<file path="config.mk">
export PLATFORM = sky130hd
export DESIGN_NAME = sprite_anim_ctrl
export DESIGN_NICKNAME = d
export VERILOG_FILES = /design/src/rtl/sprite_anim_pkg.sv /design/src/rtl/anim_frame_timer.sv /design/src/rtl/sprite_anim_ctrl.sv
export SDC_FILE = /design/constraint.sdc
export NUM_CORES = 1
export LEC_CHECK = 0
export ABC_CLOCK_PERIOD_IN_PS = 3100
export CAP_MARGIN = 20
export CORE_MARGIN = 5
export CORE_UTILIZATION = 57
export DETAILED_ROUTE_END_ITERATION = 6
export PLACE_DENSITY = 0.79
export SYNTH_ARGS = -nofsm -noshare
export SYNTH_HDL_FRONTEND = slang
export SYNTH_SLANG_ARGS = --single-unit
</file>
<file path="constraint.sdc">
create_clock -name Clk -period 3.1 [get_ports Clk]
set_input_delay 0.465 -clock Clk [delete_from_list [all_inputs] [get_ports Clk]]
set_output_delay 0.465 -clock Clk [all_outputs]
set_load 0.03 [all_outputs]
</file>
<file path="src/rtl/sprite_anim_pkg.sv">
// Shared types for the sprite pose controller.
//   pose_t  : pose code seen by the sprite ROM mux
//   state_t : controller FSM state
//   state_to_pose : maps an FSM state to its pose code
package sprite_anim_pkg;

  typedef enum logic [2:0] {
    PoseStand = 3'd0,
    PoseRun   = 3'd1,
    PoseJump  = 3'd2,
    PoseDie   = 3'd3,
    PoseWin   = 3'd4
  } pose_t;

  typedef enum logic [2:0] {
    StStand,
    StRun,
    StJump,
    StDie,
    StWin
  } state_t;

  function automatic pose_t state_to_pose(input state_t s);
    pose_t p;
    unique case (s)
      StStand: p = PoseStand;
      StRun:   p = PoseRun;
      StJump:  p = PoseJump;
      StDie:   p = PoseDie;
      StWin:   p = PoseWin;
      default: p = PoseStand;
    endcase
    return p;
  endfunction

endpackage

</file>
<file path="src/rtl/anim_frame_timer.sv">
// Run-cycle frame sequencer.
//   clk_i : clock
//   rst_i : synchronous active-high reset
//   clr_i : restart the cycle (counter, frame index and ping-pong direction to 0)
//   en_i  : advance the cycle counter by one
//   idx_o : current run frame index
// Each frame lasts exactly FRAME_CYCLES enabled cycles. In loop mode the index wraps
// RUN_FRAMES-1 -> 0; in ping-pong mode it bounces between 0 and RUN_FRAMES-1.
module anim_frame_timer #(
  parameter int unsigned  RUN_FRAMES   = 3,
  parameter int unsigned  PINGPONG     = 1,
  parameter int unsigned  FRAME_CYCLES = 4,
  localparam int unsigned IDX_W        = $clog2(RUN_FRAMES),
  localparam int unsigned CNT_W        = $clog2(FRAME_CYCLES)
) (
  input  logic             clk_i,
  input  logic             rst_i,
  input  logic             clr_i,
  input  logic             en_i,
  output logic [IDX_W-1:0] idx_o
);

  localparam logic [CNT_W-1:0] CntLast = CNT_W'(FRAME_CYCLES - 1);
  localparam logic [IDX_W-1:0] IdxLast = IDX_W'(RUN_FRAMES - 1);
  localparam logic [IDX_W-1:0] IdxOne  = IDX_W'(1);

  logic [CNT_W-1:0] cnt_q, cnt_d;
  logic [IDX_W-1:0] idx_q, idx_d;
  logic             dir_q, dir_d;  // ping-pong: 0 counting up, 1 counting down

  always_comb begin
    cnt_d = cnt_q;
    idx_d = idx_q;
    dir_d = dir_q;
    if (clr_i) begin
      cnt_d = '0;
      idx_d = '0;
      dir_d = 1'b0;
    end else if (en_i) begin
      if (cnt_q == CntLast) begin
        cnt_d = '0;
        if (PINGPONG != 0) begin
          if (!dir_q) begin
            if (idx_q == IdxLast) begin
              dir_d = 1'b1;
              idx_d = idx_q - IdxOne;
            end else begin
              idx_d = idx_q + IdxOne;
            end
          end else begin
            if (idx_q == '0) begin
              dir_d = 1'b0;
              idx_d = idx_q + IdxOne;
            end else begin
              idx_d = idx_q - IdxOne;
            end
          end
        end else begin
          idx_d = (idx_q == IdxLast) ? '0 : idx_q + IdxOne;
        end
      end else begin
        cnt_d = cnt_q + CNT_W'(1);
      end
    end
  end

  always_ff @(posedge clk_i) begin
    if (rst_i) begin
      cnt_q <= '0;
      idx_q <= '0;
      dir_q <= 1'b0;
    end else begin
      cnt_q <= cnt_d;
      idx_q <= idx_d;
      dir_q <= dir_d;
    end
  end

  assign idx_o = idx_q;

endmodule

</file>
<file path="src/rtl/sprite_anim_ctrl.sv">
// Sprite pose controller: turns movement/status flags into a pose code, run frame and facing.
//   Clk, Reset  : clock, synchronous active-high reset
//   left_on     : move-left key held
//   right_on    : move-right key held
//   is_in_air   : character airborne
//   is_dead     : death event level
//   x_pos       : world x of the character
//   pose        : pose_t code (STAND/RUN/JUMP/DIE/WIN)
//   run_idx     : run frame, 0 unless pose is RUN
//   facing_left : 1 selects the mirrored sprite set
//   die_done    : single-cycle pulse when the death animation ends
// All outputs decode from registered state, so inputs show up one cycle later.
module sprite_anim_ctrl
  import sprite_anim_pkg::*;
#(
  parameter int unsigned  RUN_FRAMES   = 3,
  parameter int unsigned  PINGPONG     = 1,
  parameter int unsigned  FRAME_CYCLES = 4194304,
  parameter int unsigned  DIE_CYCLES   = 50000000,
  parameter int unsigned  X_W          = 13,
  parameter int unsigned  WIN_X        = 6326,
  localparam int unsigned IDX_W        = $clog2(RUN_FRAMES)
) (
  input  logic             Clk,
  input  logic             Reset,
  input  logic             left_on,
  input  logic             right_on,
  input  logic             is_in_air,
  input  logic             is_dead,
  input  logic [X_W-1:0]   x_pos,
  output logic [2:0]       pose,
  output logic [IDX_W-1:0] run_idx,
  output logic             facing_left,
  output logic             die_done
);

  localparam int unsigned      DieW    = (DIE_CYCLES > 1) ? $clog2(DIE_CYCLES) : 1;
  localparam logic [DieW-1:0]  DieLast = DieW'(DIE_CYCLES - 1);
  localparam logic [X_W-1:0]   WinX    = X_W'(WIN_X);

  state_t            state_q, state_d;
  logic              facing_q, facing_d;
  logic [DieW-1:0]   die_cnt_q, die_cnt_d;
  logic              die_fired_q, die_fired_d;
  logic              die_done_q, die_done_d;

  logic              tmr_clr, tmr_en;
  logic [IDX_W-1:0]  tmr_idx;

  logic dir_r, dir_l, both_keys, win_hit;

  assign dir_r     = right_on & ~left_on;
  assign dir_l     = left_on & ~right_on;
  assign both_keys = right_on & left_on;
  assign win_hit   = ~facing_q & (x_pos >= WinX);

  always_comb begin
    state_d     = state_q;
    facing_d    = facing_q;
    die_cnt_d   = die_cnt_q;
    die_fired_d = die_fired_q;
    die_done_d  = 1'b0;
    tmr_clr     = 1'b0;
    tmr_en      = 1'b0;

    unique case (state_q)
      StStand, StRun, StJump: begin
        if (is_dead) begin
          state_d = StDie;
        end else if (win_hit) begin
          state_d = StWin;
        end else begin
          unique case (state_q)
            StStand: begin
              if (is_in_air) begin
                state_d = StJump;
              end else if (dir_r || dir_l) begin
                state_d  = StRun;
                facing_d = dir_l;
                tmr_clr  = 1'b1;
              end
            end
            StRun: begin
              if (is_in_air) begin
                state_d = StJump;  // timer frozen, idx masked by pose
              end else if ((dir_r && facing_q) || (dir_l && !facing_q)) begin
                facing_d = ~facing_q;
                tmr_clr  = 1'b1;
              end else if (dir_r || dir_l || both_keys) begin
                tmr_en = 1'b1;
              end else begin
                state_d = StStand;
              end
            end
            default: begin  // StJump
              if (!is_in_air) state_d = StStand;
            end
          endcase
        end
      end
      StWin: begin
        if (is_dead) state_d = StDie;
      end
      default: ;  // StDie holds until Reset
    endcase

    if (state_d == StDie) tmr_clr = 1'b1;

    // Death timer: restart on entry, saturate at the last count, pulse once.
    if (state_q != StDie && state_d == StDie) begin
      die_cnt_d   = '0;
      die_fired_d = 1'b0;
    end else if (state_q == StDie) begin
      if (die_cnt_q == DieLast) begin
        die_done_d  = ~die_fired_q;
        die_fired_d = 1'b1;
      end else begin
        die_cnt_d = die_cnt_q + DieW'(1);
      end
    end
  end

  always_ff @(posedge Clk) begin
    if (Reset) begin
      state_q     <= StStand;
      facing_q    <= 1'b0;
      die_cnt_q   <= '0;
      die_fired_q <= 1'b0;
      die_done_q  <= 1'b0;
    end else begin
      state_q     <= state_d;
      facing_q    <= facing_d;
      die_cnt_q   <= die_cnt_d;
      die_fired_q <= die_fired_d;
      die_done_q  <= die_done_d;
    end
  end

  anim_frame_timer #(
    .RUN_FRAMES  (RUN_FRAMES),
    .PINGPONG    (PINGPONG),
    .FRAME_CYCLES(FRAME_CYCLES)
  ) u_timer (
    .clk_i(Clk),
    .rst_i(Reset),
    .clr_i(tmr_clr),
    .en_i (tmr_en),
    .idx_o(tmr_idx)
  );

  assign pose        = state_to_pose(state_q);
  assign run_idx     = (state_q == StRun) ? tmr_idx : '0;
  assign facing_left = facing_q;
  assign die_done    = die_done_q;

endmodule
</file>
==> run summary <==
Headroom to the max-slew limit: 58.9%. The cell type contributing the most total cell area after synthesis is sky130_fd_sc_hd__dfxtp_1. For hold timing, the worst endpoint is die_done. Once routing completed, OpenROAD measured the worst setup slack at 517 ps.

The count of final setup violators is 0, and the via count of the first global-routing pass is 2,393. The total congestion overflow after global routing was 0; the number of buffers added for setup after CTS was 0. The net count of the finished layout is 397. The minimum setup slack among reg-to-reg paths is 570 ps, and the number of primary I/O pins is 26.

The routed layout has 2,449 vias. The tools report the initial antenna violation count as 0. Synthesis handed over a netlist of 345 instances. Counting every net in the synthesized netlist gives 369. IR analysis of the VDD net gives a maximum drop of 282 µV. In the synthesized netlist the async set-or-reset flop fraction comes to 0%. The hold violation total from the final report is 0. The run gives 0 ps as the post-route setup TNS.

The final weighted congestion in routability-driven placement was 0.823; the HPWL reported at the end of detailed placement was 3980 µm. The worst setup path is of the in2reg kind. The latest clock arrival within the worst-skew pair was 340 ps.

STA puts the critical path data arrival time at 2800 ps. The number of warnings issued by yosys came out at 0. The run gives 0 as the number of max-slew violations in the final report.

In this run the core area contains 26 standard-cell rows. Yosys instantiated no cell more often than sky130_fd_sc_hd__nor2_1. The synthesized netlist occupies a cell area of 2930 µm². The maximum fanout encountered on the critical timing path came out at 21. Counting along the longest clock path gives a buffer depth of 2.

The time the final worst path needs with I/O delays and setup was 2580 ps. The final clock skew came out at 8.43 ps. Ranked by total cell area, the synthesized netlist is headed by sky130_fd_sc_hd__dfxtp_1, sky130_fd_sc_hd__xor2_1, sky130_fd_sc_hd__nor2_1. In this run the critical register-to-register path is launched from state_q[0]. The sum of buffers and inverters on the critical path came out at 1.

TritonCTS built the clock tree. The worst setup path is launched from a primary input. Setup repair after global routing left no endpoint under its margin. The worst hold path begins at die_fired_q. In this run the remaining antenna-violating nets after routing total 0.

The average cell area after synthesis works out to 8.49 µm². On the critical path, the stage with the largest delay is an instance of sky130_fd_sc_hd__a211o_4. The endpoint required time on the critical path is 3310 ps. In this run, the number of DRC markers left after iteration 0 of detailed routing was 171. OpenSTA, run right after detailed placement, puts the worst setup slack at 156 ps. At the pin with the least slew margin, the transition time is 613 ps. STA classifies the critical path endpoint as a register. The sequential area share after synthesis was 39.0%.

CTS placed an instance of sky130_fd_sc_hd__clkbuf_8 at the clock tree root. Static leakage: 1.19 nW. Areal power density over the cells: 457 nW/µm². The worst flop-to-flop path endpoint is u_timer.cnt_q[7].

Dividing the detail-routed wire length by the instance count gives 12.9 µm. Die boundary width: 81.7 µm. In the routed design, unresolved DRC markers number 0. Maximum operating frequency: 0.387 GHz. The run finished with clean final reports.

Depth of the CTS H-tree: 3. The total number of clock tree sinks was 57; the clock-pin slew on the worst setup and hold paths was 70 ps. The flip-flop and latch count after synthesis came out at 57.

The number of gates resized after CTS was 0. The top cell type's share of synthesized area was 39.0%; the floorplan die area was 6670 µm². The first detailed-routing pass ran for 4 iterations. Entering global routing, the biggest net connects 25 pins. Cell depth of the worst hold path: 1.

Counting flops with a built-in enable in the synthesized netlist gives 0. Of the cells placed in the final design, the portion with a size suffix greater than 1 is 9.52%. The floorplan step defined a core boundary enclosing 5040 µm². The run gives 9 as the number of clock buffers inserted by TritonCTS. The overall power was 1.57 mW; the height of the die was 81.7 µm.

Summing all non-filler instances in the final layout gives an area of 3440 µm². Dividing the final minimum period by the clock period gives 83.3%. In this run the tool buffered the top-level ports with 24 buffer cells.

The worst hold path belongs to the class reg2reg. Cell area after placement: 3240 µm². Kind of cell with the highest combined delay on the critical path: compound AO/OA/AOI/OAI gates. The number of distinct library cells after synthesis is 54.

After detailed routing, the total wire length is 5800 µm. The count of cells along the worst register-to-register path came out at 6. On the worst path, the slowest cell contributes a delay of 470 ps. For this run, the total global-route usage over all layers was measured as 19.8%. Dividing the detail-routed via count by the number of cells gives 5.47. Max capacitance violation total: 0. The area growth from synthesis to layout is 17.4%. The repair_antennas step left the layout with diodes totalling 0. The tools report the wire length of the first global-routing pass as 10,200 µm. The initial cell density of the core came out at 58.1%.

Counting instances in the post-synthesis netlist gives the leading cell types as sky130_fd_sc_hd__nor2_1, sky130_fd_sc_hd__dfxtp_1, sky130_fd_sc_hd__xor2_1. Dominant register cell in the synthesized netlist: sky130_fd_sc_hd__dfxtp_1. The hold-fix buffer count after cts came out at 0. The critical path goes through clkdlybuf4s50_1 > a2111oi_0 > o21ai_1 > a211o_4 > nor4_4 > or3b_4 > nor2_1.

The tools report the filler cell count in the final layout as 422.
-- metal layers --
metal / global-route usage, % / part of all wire (%) / vias up
met5: 0 / 0 / -
met4: 8.80 / 0.83 / 0
met3: 6.36 / 5.0 / 4
met2: 31.1 / 46 / 55
met1: 24.8 / 48 / 1116
li1: - / - / 1274
-- worst register-to-register path, delay by kind of cell (launching register included) --
family           cells  cell delay, ps
AND/OR/NAND/NOR      5            1600
flip-flops           1             440
AO/OA/AOI/OAI        1             370
-- cells by family (layout without fill, tap and decap cells) --
logic type	count (synthesis)	after routing	synth area share, %
simple gates	179	179	31.8
flops	57	57	39.0
xor+xnor	42	42	12.6
compound gates	38	38	9.53
buf+inv	19	52	3.29
fa+ha+maj	5	5	2.14
mux	5	5	1.75
-- worst max path at each step --
stage                     startpoint                 to  cells past startpoint  slack [ps]
final                       x_pos[7]   u_timer.cnt_q[7]                      7         520
after detailed placement    x_pos[7]  u_timer.cnt_q[18]                      7         160
after global routing        x_pos[7]   u_timer.cnt_q[6]                      7         240
after global placement      x_pos[7]   u_timer.cnt_q[6]                      7         170
after floorplan             x_pos[7]  u_timer.cnt_q[16]                      7         710
after CTS                   x_pos[7]  u_timer.cnt_q[18]                      7         510
-- where the power goes --
group          leakage, nW  internal (mW)  switching (mW)  total [mW]
Sequential           0.460          0.738         0.00983       0.747
Combinational        0.631         0.0643          0.0796       0.144
Clock                0.102          0.387           0.295       0.682
Total                 1.19           1.19           0.384        1.57
-- through the flow --
stage	std cells	utilization (%)	hold slack, ps
2_1_floorplan	345	-	402
3_3_place_gp	432	64.3	419
3_5_place_dp	432	64.3	425
4_1_cts	448	68.2	443
5_1_grt	448	68.2	453
6_report	448	68.2	439
-- sequential cells by signal, summed over array words and instances (netlist names), named ones only --
| register | count |
|---|---|
| die_fired_q | 1 |
| state_q | 3 |
| u_timer.idx_o | 2 |
| u_timer.cnt_q | 22 |
| die_cnt_q | 26 |
| facing_left | 1 |
| die_done | 1 |
-- cell type report --
cell class | instances | area, µm² | share of cell area (%)
Tap cell | 70 | 87.6 | 2.55
Clock buffer | 10 | 138 | 4.00
Timing Repair Buffer | 31 | 305 | 8.88
Sequential cell | 57 | 1140 | 33.2
Multi-Input combinational cell | 269 | 1690 | 49.2
Clock inverter | 6 | 57.6 | 1.67
Inverter | 5 | 18.8 | 0.546
-- placed cells by master, fill, tap and decap left out, drive strengths merged, types with 3 or more instances in the layout --
cell and instances:
a2111oi 5, a21oi 12, and2 4, and3 7
and4 6, buf 7, clkbuf 10, clkdlybuf4s50 24
clkinv 4, dfxtp 57, ha 5, inv 5
mux2i 4, nand2 24, nand3 22, nand4 20
nor2 62, nor2b 3, nor3 11, nor4 3
o21ai 6, o21bai 3, or3 4, xnor2 11
xor2 31
Note: power is estimated with default switching activity, not from simulation.
